File: src/rtl/axi_stride_read_gen.sv
// axi_stride_read_gen
//   AXI read-channel initiator (AR + R). Issues cfg_num_reqs INCR bursts of
//   cfg_len+1 beats at addresses cfg_base + k*cfg_stride (wrapping), keeps at
//   most MAX_OUTSTANDING bursts in flight, and consumes/checks returned data.
//
// Ports
//   clk, rst            clock, synchronous active-high reset
//   start               run request, sampled only while idle
//   cfg_*               run configuration, latched on an accepted start
//   m_ar_*              AR channel towards the slave read port
//   m_r_*               R channel from the slave read port
//   busy, done          run in progress / one-cycle completion pulse
//   beat_cnt, checksum  accepted beats and their data sum for the run
//   err_last, err_id    sticky protocol error flags for the run
module axi_stride_read_gen #(
    parameter int ADDR_BITS       = 32,
    parameter int BURST_LEN_WIDTH = 8,
    parameter int TID_WIDTH       = 8,
    parameter int DATA_WIDTH      = 8,
    parameter int CNT_WIDTH       = 16,
    parameter int MAX_OUTSTANDING = 4
) (
    input  logic                       clk,
    input  logic                       rst,
    input  logic                       start,
    input  logic [ADDR_BITS-1:0]       cfg_base,
    input  logic [ADDR_BITS-1:0]       cfg_stride,
    input  logic [CNT_WIDTH-1:0]       cfg_num_reqs,
    input  logic [BURST_LEN_WIDTH-1:0] cfg_len,
    input  logic [TID_WIDTH-1:0]       cfg_id,
    output logic                       m_ar_valid,
    input  logic                       m_ar_ready,
    output logic [ADDR_BITS-1:0]       m_ar_addr,
    output logic [BURST_LEN_WIDTH-1:0] m_ar_len,
    output logic [TID_WIDTH-1:0]       m_ar_id,
    input  logic                       m_r_valid,
    output logic                       m_r_ready,
    input  logic [DATA_WIDTH-1:0]      m_r_data,
    input  logic                       m_r_last,
    input  logic [TID_WIDTH-1:0]       m_r_id,
    output logic                       busy,
    output logic                       done,
    output logic [CNT_WIDTH-1:0]       beat_cnt,
    output logic [DATA_WIDTH-1:0]      checksum,
    output logic                       err_last,
    output logic                       err_id
);

    localparam int OUT_W = $clog2(MAX_OUTSTANDING + 1);

    typedef enum logic [1:0] {IDLE, ISSUE, DRAIN, DONE} state_t;

    state_t state, state_next;

    logic [ADDR_BITS-1:0]       stride_q;
    logic [ADDR_BITS-1:0]       addr_q;
    logic [CNT_WIDTH-1:0]       num_q;
    logic [CNT_WIDTH-1:0]       issued_q;
    logic [BURST_LEN_WIDTH-1:0] len_q;
    logic [TID_WIDTH-1:0]       id_q;
    logic [OUT_W-1:0]           outst_q;
    logic [BURST_LEN_WIDTH-1:0] idx_q;
    logic [CNT_WIDTH-1:0]       beat_q;
    logic [DATA_WIDTH-1:0]      sum_q;
    logic                       err_last_q;
    logic                       err_id_q;

    logic can_issue;
    logic ar_hs;
    logic r_hs;
    logic r_retire;
    logic accept;

    // Issue eligibility depends only on registered state, so AR valid has no
    // combinational dependence on m_ar_ready.
    assign can_issue = (state == ISSUE) && (issued_q < num_q)
                       && (outst_q < OUT_W'(MAX_OUTSTANDING));
    assign ar_hs     = can_issue && m_ar_ready;
    assign r_hs      = m_r_valid && m_r_ready;
    assign r_retire  = r_hs && m_r_last;
    assign accept    = (state == IDLE) && start;

    always_ff @(posedge clk) begin
        if (rst) begin
            state <= IDLE;
        end else begin
            state <= state_next;
        end
    end

    always_comb begin
        state_next = state;
        m_ar_valid = 1'b0;
        m_r_ready  = 1'b0;
        busy       = 1'b0;
        done       = 1'b0;
        case (state)
            IDLE: begin
                if (start) begin
                    state_next = (cfg_num_reqs == '0) ? DONE : ISSUE;
                end
            end
            ISSUE: begin
                busy       = 1'b1;
                m_r_ready  = 1'b1;
                m_ar_valid = can_issue;
                if (ar_hs && (issued_q + CNT_WIDTH'(1) == num_q)) begin
                    state_next = DRAIN;
                end
            end
            DRAIN: begin
                busy      = 1'b1;
                m_r_ready = 1'b1;
                if (outst_q == '0) begin
                    state_next = DONE;
                end
            end
            DONE: begin
                done       = 1'b1;
                state_next = IDLE;
            end
            default: state_next = IDLE;
        endcase
    end

    always_ff @(posedge clk) begin
        if (rst) begin
            stride_q   <= '0;
            addr_q     <= '0;
            num_q      <= '0;
            issued_q   <= '0;
            len_q      <= '0;
            id_q       <= '0;
            outst_q    <= '0;
            idx_q      <= '0;
            beat_q     <= '0;
            sum_q      <= '0;
            err_last_q <= 1'b0;
            err_id_q   <= 1'b0;
        end else begin
            if (accept) begin
                stride_q   <= cfg_stride;
                addr_q     <= cfg_base;
                num_q      <= cfg_num_reqs;
                len_q      <= cfg_len;
                id_q       <= cfg_id;
                issued_q   <= '0;
                outst_q    <= '0;
                idx_q      <= '0;
                beat_q     <= '0;
                sum_q      <= '0;
                err_last_q <= 1'b0;
                err_id_q   <= 1'b0;
            end

            if (ar_hs) begin
                addr_q   <= addr_q + stride_q;
                issued_q <= issued_q + CNT_WIDTH'(1);
            end

            if (r_hs) begin
                beat_q <= beat_q + CNT_WIDTH'(1);
                sum_q  <= sum_q + m_r_data;
                if ((idx_q == len_q) != m_r_last) begin
                    err_last_q <= 1'b1;
                end
                if (m_r_id != id_q) begin
                    err_id_q <= 1'b1;
                end
                idx_q <= m_r_last ? '0 : idx_q + BURST_LEN_WIDTH'(1);
            end

            // Simultaneous issue and retire leaves the in-flight count unchanged.
            case ({ar_hs, r_retire})
                2'b10:   outst_q <= outst_q + OUT_W'(1);
                2'b01:   outst_q <= outst_q - OUT_W'(1);
                default: outst_q <= outst_q;
            endcase
        end
    end

    assign m_ar_addr = addr_q;
    assign m_ar_len  = len_q;
    assign m_ar_id   = id_q;
    assign beat_cnt  = beat_q;
    assign checksum  = sum_q;
    assign err_last  = err_last_q;
    assign err_id    = err_id_q;

endmodule

File: config.mk
export PLATFORM = sky130hd
export DESIGN_NAME = axi_stride_read_gen
export DESIGN_NICKNAME = d
export VERILOG_FILES = /design/src/rtl/axi_stride_read_gen.sv
export SDC_FILE = /design/constraint.sdc
export NUM_CORES = 1
export LEC_CHECK = 0
export CORE_ASPECT_RATIO = 0.9
export CORE_MARGIN = 5
export CORE_UTILIZATION = 42
export DETAILED_ROUTE_END_ITERATION = 7
export DONT_BUFFER_PORTS = 1
export GPL_TIMING_DRIVEN = 0
export RECOVER_POWER = 25
export SETUP_SLACK_MARGIN = 0.15
export SLEW_MARGIN = 20
export SYNTH_ARGS = -nofsm -noshare
export SYNTH_HDL_FRONTEND = slang
export SYNTH_SLANG_ARGS = --single-unit
export TNS_END_PERCENT = 1
File: constraint.sdc
create_clock -name clk -period 7.77 [get_ports clk]
set_input_delay 0.777 -clock clk [delete_from_list [all_inputs] [get_ports clk]]
set_output_delay 0.777 -clock clk [all_outputs]
set_load 0.1 [all_outputs]
==> run_summary.xml <==
<?xml version="1.0" encoding="UTF-8"?>
<metrics>
  <group name="power">
    <metric name="power.internal" unit="mW">1.785</metric>
    <metric name="p_per_area" unit="nW/µm²">379.0</metric>
    <metric name="worst_vdd_rail_ir_drop" unit="mV">0.1573</metric>
    <metric name="power.static_leakage" unit="nW">3.915</metric>
    <metric name="power.switching_fraction" unit="%">52.33</metric>
    <metric name="total_power" unit="mW">3.744</metric>
    <metric name="seq_power_share" unit="%">44.4</metric>
    <metric name="power.share.clock" unit="%">21.9</metric>
    <metric name="comb_power_share" unit="%">33.7</metric>
    <metric name="netSwitchingPower" unit="mW">1.959</metric>
  </group>
  <group name="synthesis">
    <metric name="yosys.area.top_type" unit="">sky130_fd_sc_hd__dfxtp_1</metric>
    <metric name="syn_nets" unit="">1350</metric>
    <metric name="async_reset_ff_share" unit="%">0</metric>
    <metric name="synth.cell_area" unit="µm²">8930</metric>
    <metric name="postSynthRegisterBits" unit="">151</metric>
    <metric name="synth-edff-count" unit="">0</metric>
    <metric name="post_synth_inst_count" unit="">1166</metric>
    <metric name="post_synth.cell_area_avg" unit="µm²">7.659</metric>
    <metric name="synth.top_cells.by_area" unit="">sky130_fd_sc_hd__dfxtp_1 34%, sky130_fd_sc_hd__nand2_1 10%, sky130_fd_sc_hd__ha_1 8.8%, sky130_fd_sc_hd__a21oi_1 8.0%, sky130_fd_sc_hd__xnor2_1 3.6%</metric>
    <metric name="synth_cell_types" unit="">66</metric>
    <metric name="yosysMostFrequentCell" unit="">sky130_fd_sc_hd__nand2_1</metric>
    <metric name="synth_ff_type" unit="">sky130_fd_sc_hd__dfxtp_1</metric>
    <metric name="synth_top_area_share" unit="%">33.85</metric>
    <metric name="synth.yosys.warnings" unit="">0</metric>
    <metric name="ys_top_cells_by_count" unit="">244 x sky130_fd_sc_hd__nand2_1, 151 x sky130_fd_sc_hd__dfxtp_1, 143 x sky130_fd_sc_hd__a21oi_1</metric>
    <metric name="proportion_of_synthesized_chip_area_in_sequential_cells" unit="%">33.85</metric>
  </group>
  <group name="sta">
    <metric name="clock-skew-final" unit="ps">11.45</metric>
    <metric name="report.final.slew_viol_count" unit="">0</metric>
    <metric name="timing.final.crit_period" unit="ps">4312</metric>
    <metric name="final-setup-viol-count" unit="">0</metric>
    <metric name="fin_crit_sh" unit="%">55.49</metric>
    <metric name="rsz0062_at_grt" unit="">false</metric>
    <metric name="finalSetupTns" unit="ps">0</metric>
    <metric name="max_slew_margin" unit="%">23.81</metric>
    <metric name="fmax" unit="MHz">231.9</metric>
    <metric name="final_hold_viol_count" unit="">0</metric>
    <metric name="worst-slew-pin-transition" unit="ps">1141</metric>
  </group>
  <group name="critical_path">
    <metric name="crit_end" unit="">outst_q[2]</metric>
    <metric name="worst-setup-path-type" unit="">flop to flop</metric>
    <metric name="r2r.worst_path.cells" unit="">16</metric>
    <metric name="rrSetupSlack" unit="ps">3460</metric>
    <metric name="critical_path_peak_fanout" unit="">10</metric>
    <metric name="crit_family" unit="">buffers and inverters</metric>
    <metric name="crit_chain" unit="">inv_1 &gt; ha_1 &gt; a21oi_1 &gt; nor2b_1 &gt; o21ai_0 &gt; a211oi_1 &gt; nor3_2 &gt; inv_2 &gt; clkbuf_1 &gt; clkbuf_1 &gt; ha_1 &gt; inv_1 &gt; fa_1 &gt; xor2_1 &gt; or3_1 &gt; a21oi_1</metric>
    <metric name="end_kind" unit="">flop</metric>
    <metric name="critical_path.reg2reg.startpoint" unit="">num_q[8]</metric>
    <metric name="cp.buffers_inverters" unit="">5</metric>
    <metric name="crit_required" unit="ps">8130</metric>
    <metric name="start_point_of_the_critical_path" unit="">num_q[8]</metric>
    <metric name="critPathMaxStageDelay" unit="ps">550</metric>
    <metric name="slowest_stage" unit="">sky130_fd_sc_hd__clkbuf_1</metric>
    <metric name="worst_r2r_endpoint" unit="">outst_q[2]</metric>
    <metric name="crit_path_start_kind" unit="">flop</metric>
    <metric name="critical_path_arrival" unit="ps">4670</metric>
    <metric name="crit_cells" unit="">16</metric>
  </group>
  <group name="cts">
    <metric name="clk-insertion-delay-late" unit="ps">430</metric>
    <metric name="h-tree-depth" unit="">4</metric>
    <metric name="cts_root_buf" unit="">sky130_fd_sc_hd__clkbuf_16</metric>
    <metric name="cts_tree" unit="">done</metric>
    <metric name="cts_max_path_buffers" unit="">2</metric>
    <metric name="post_cts_sizing_count" unit="">0</metric>
    <metric name="cts_hold_bufs" unit="">0</metric>
    <metric name="clk_pin_slew" unit="ps">70</metric>
    <metric name="postCtsSetupBuffers" unit="">0</metric>
    <metric name="cts_num_sinks" unit="">151</metric>
    <metric name="numCtsBuffers" unit="">17</metric>
  </group>
  <group name="placement">
    <metric name="place_congestion" unit="">0.8823</metric>
    <metric name="port_bufs" unit="">0</metric>
    <metric name="dp_cells" unit="">1453</metric>
    <metric name="detailed_placer_s_ending_hpwl" unit="µm">21730</metric>
  </group>
  <group name="global_routing">
    <metric name="antenna_violations_before_repair" unit="">0</metric>
    <metric name="globalRouteTotalUtil" unit="%">22.63</metric>
    <metric name="grt-ovfl-total" unit="">0</metric>
    <metric name="pin_count_of_the_biggest_net_entering_global_routing" unit="">17</metric>
    <metric name="first_global_vias" unit="">7722</metric>
    <metric name="grt_pass1_wl" unit="µm">43290</metric>
  </group>
  <group name="die">
    <metric name="start_util" unit="%">42.74</metric>
    <metric name="floorplan.die.height" unit="µm">148.3</metric>
    <metric name="fp-row-count" unit="">50</metric>
    <metric name="core_area" unit="µm²">20900</metric>
    <metric name="full_die_area" unit="µm²">24280</metric>
    <metric name="die_width" unit="µm">163.7</metric>
    <metric name="io-pin-count" unit="">196</metric>
  </group>
  <group name="detailed_routing">
    <metric name="drt-total-wl" unit="µm">28030</metric>
    <metric name="detail_route.wirelength.met1" unit="µm">12920</metric>
    <metric name="drt_first_iter_violations" unit="">447</metric>
    <metric name="antenna_left" unit="">0</metric>
    <metric name="dr.pass1.iters" unit="">5</metric>
    <metric name="post_drt_wl_per_cell" unit="µm">18.87</metric>
    <metric name="met3_wirelength" unit="µm">1953</metric>
    <metric name="routed.top_layer" unit="">met4</metric>
    <metric name="route.detailed.drc" unit="">0</metric>
    <metric name="viasPerCell" unit="">5.632</metric>
    <metric name="amount_of_wire_on_met2_after_detailed_routing" unit="µm">12560</metric>
    <metric name="detailroute.via_count" unit="">8363</metric>
  </group>
  <group name="finish">
    <metric name="n_antenna_cell" unit="">0</metric>
    <metric name="num-nets-final" unit="">1370</metric>
    <metric name="instances_no_fill" unit="">1485</metric>
    <metric name="layout-drive-gt1-share" unit="%">4.170</metric>
    <metric name="share_of_the_core_filled_with_cells" unit="%">47.28</metric>
    <metric name="area_growth_syn_to_layout" unit="%">10.63</metric>
  </group>
  <group name="hold_path">
    <metric name="min_delay_worst_type" unit="">flop to flop</metric>
  </group>
  <group name="outcome">
    <metric name="run_status" unit="">complete, no violations</metric>
  </group>
  <group name="job">
    <metric name="cap_viol_max_count" unit="">0</metric>
  </group>
</metrics>
==> flip-flops by register name, indices dropped and copies added (netlist names) <==
name	flops
m_ar_len	8
err_id	1
beat_cnt	16
state	2
idx_q	8
checksum	8
err_last	1
issued_q	16
m_ar_addr	32
m_ar_id	8
outst_q	3
num_q	16
stride_q	32
==> cells by family after synthesis <==
family | Yosys count | synth area share (%)
AO/OA/AOI/OAI | 297 | 20.47
multiplexers | 1 | 0.1121
XOR/XNOR | 73 | 7.160
AND/OR/NAND/NOR | 489 | 25.08
buffers and inverters | 89 | 3.825
flip-flops | 151 | 33.85
adder cells (fa/ha/maj) | 66 | 9.500
==> metrics by stage <==
stage | cell area [µm²] | hold slack [ps] | setup slack [ps]
after floorplan | 8930 | 440.0 | 3569
after global placement | 9288 | 448.0 | 3343
after detailed placement | 9308 | 453.3 | 3548
after CTS | 9879 | 459.6 | 3533
after global routing | 9879 | 460.4 | 3128
final | 9879 | 460.6 | 3458
==> routing by layer <==
layer	global-route usage [%]	vias up
met5	0	-
met4	6.457	0
met3	5.403	42
met2	35.23	224
met1	31.36	3939
li1	-	4158
==> worst min-delay path, delay by kind of cell, from the launching register on <==
kind            cells  cell delay [ps]
flops               1              310
simple gates        1               50
compound gates      1               50
==> worst min-delay path by stage <==
| stage | cells after the start | from | to | slack (ps) |
|---|---|---|---|---|
| after floorplan | 2 | stride_q[0] | stride_q[0] | 440 |
| after CTS | 2 | cfg_len[3] | m_ar_len[3] | 460 |
| after global placement | 2 | stride_q[27] | stride_q[27] | 450 |
| after global routing | 2 | cfg_stride[17] | stride_q[17] | 460 |
| final | 2 | stride_q[18] | stride_q[18] | 460 |
| after detailed placement | 2 | stride_q[16] | stride_q[16] | 450 |
==> layout make-up <==
type                            count  area (µm²)
Tap cell                          286       357.8
Clock inverter                     14       142.6
Buffer                             56       217.7
Fill cell                        2177       11020
Timing Repair Buffer                1       15.01
Inverter                           33       123.9
Sequential cell                   151        3023
Clock buffer                       18       429.2
Multi-Input combinational cell    926        5570
==> layout by cell type (no fill, tap or decap), types with 33 or more instances in the layout <==
| cell | n |
|---|---|
| sky130_fd_sc_hd__a21oi_1 | 143 |
| sky130_fd_sc_hd__clkbuf_1 | 45 |
| sky130_fd_sc_hd__dfxtp_1 | 151 |
| sky130_fd_sc_hd__ha_1 | 63 |
| sky130_fd_sc_hd__nand2_1 | 244 |
| sky130_fd_sc_hd__nand3_1 | 33 |
| sky130_fd_sc_hd__nor2_1 | 86 |
| sky130_fd_sc_hd__o21ai_0 | 41 |
| sky130_fd_sc_hd__xnor2_1 | 37 |
| sky130_fd_sc_hd__xor2_1 | 36 |
==> power by group through the flow <==
stage / clock network (mW) / logic (mW) / registers (mW)
5_1_grt: 0.863 / 1.40 / 1.68
4_1_cts: 0.831 / 1.26 / 1.66
3_3_place_gp: 0 / 1.23 / 1.68
3_5_place_dp: 0 / 1.25 / 1.68
6_report: 0.818 / 1.26 / 1.66
2_1_floorplan: 0 / 0.949 / 1.62
Power figures use the tool's default switching activity.
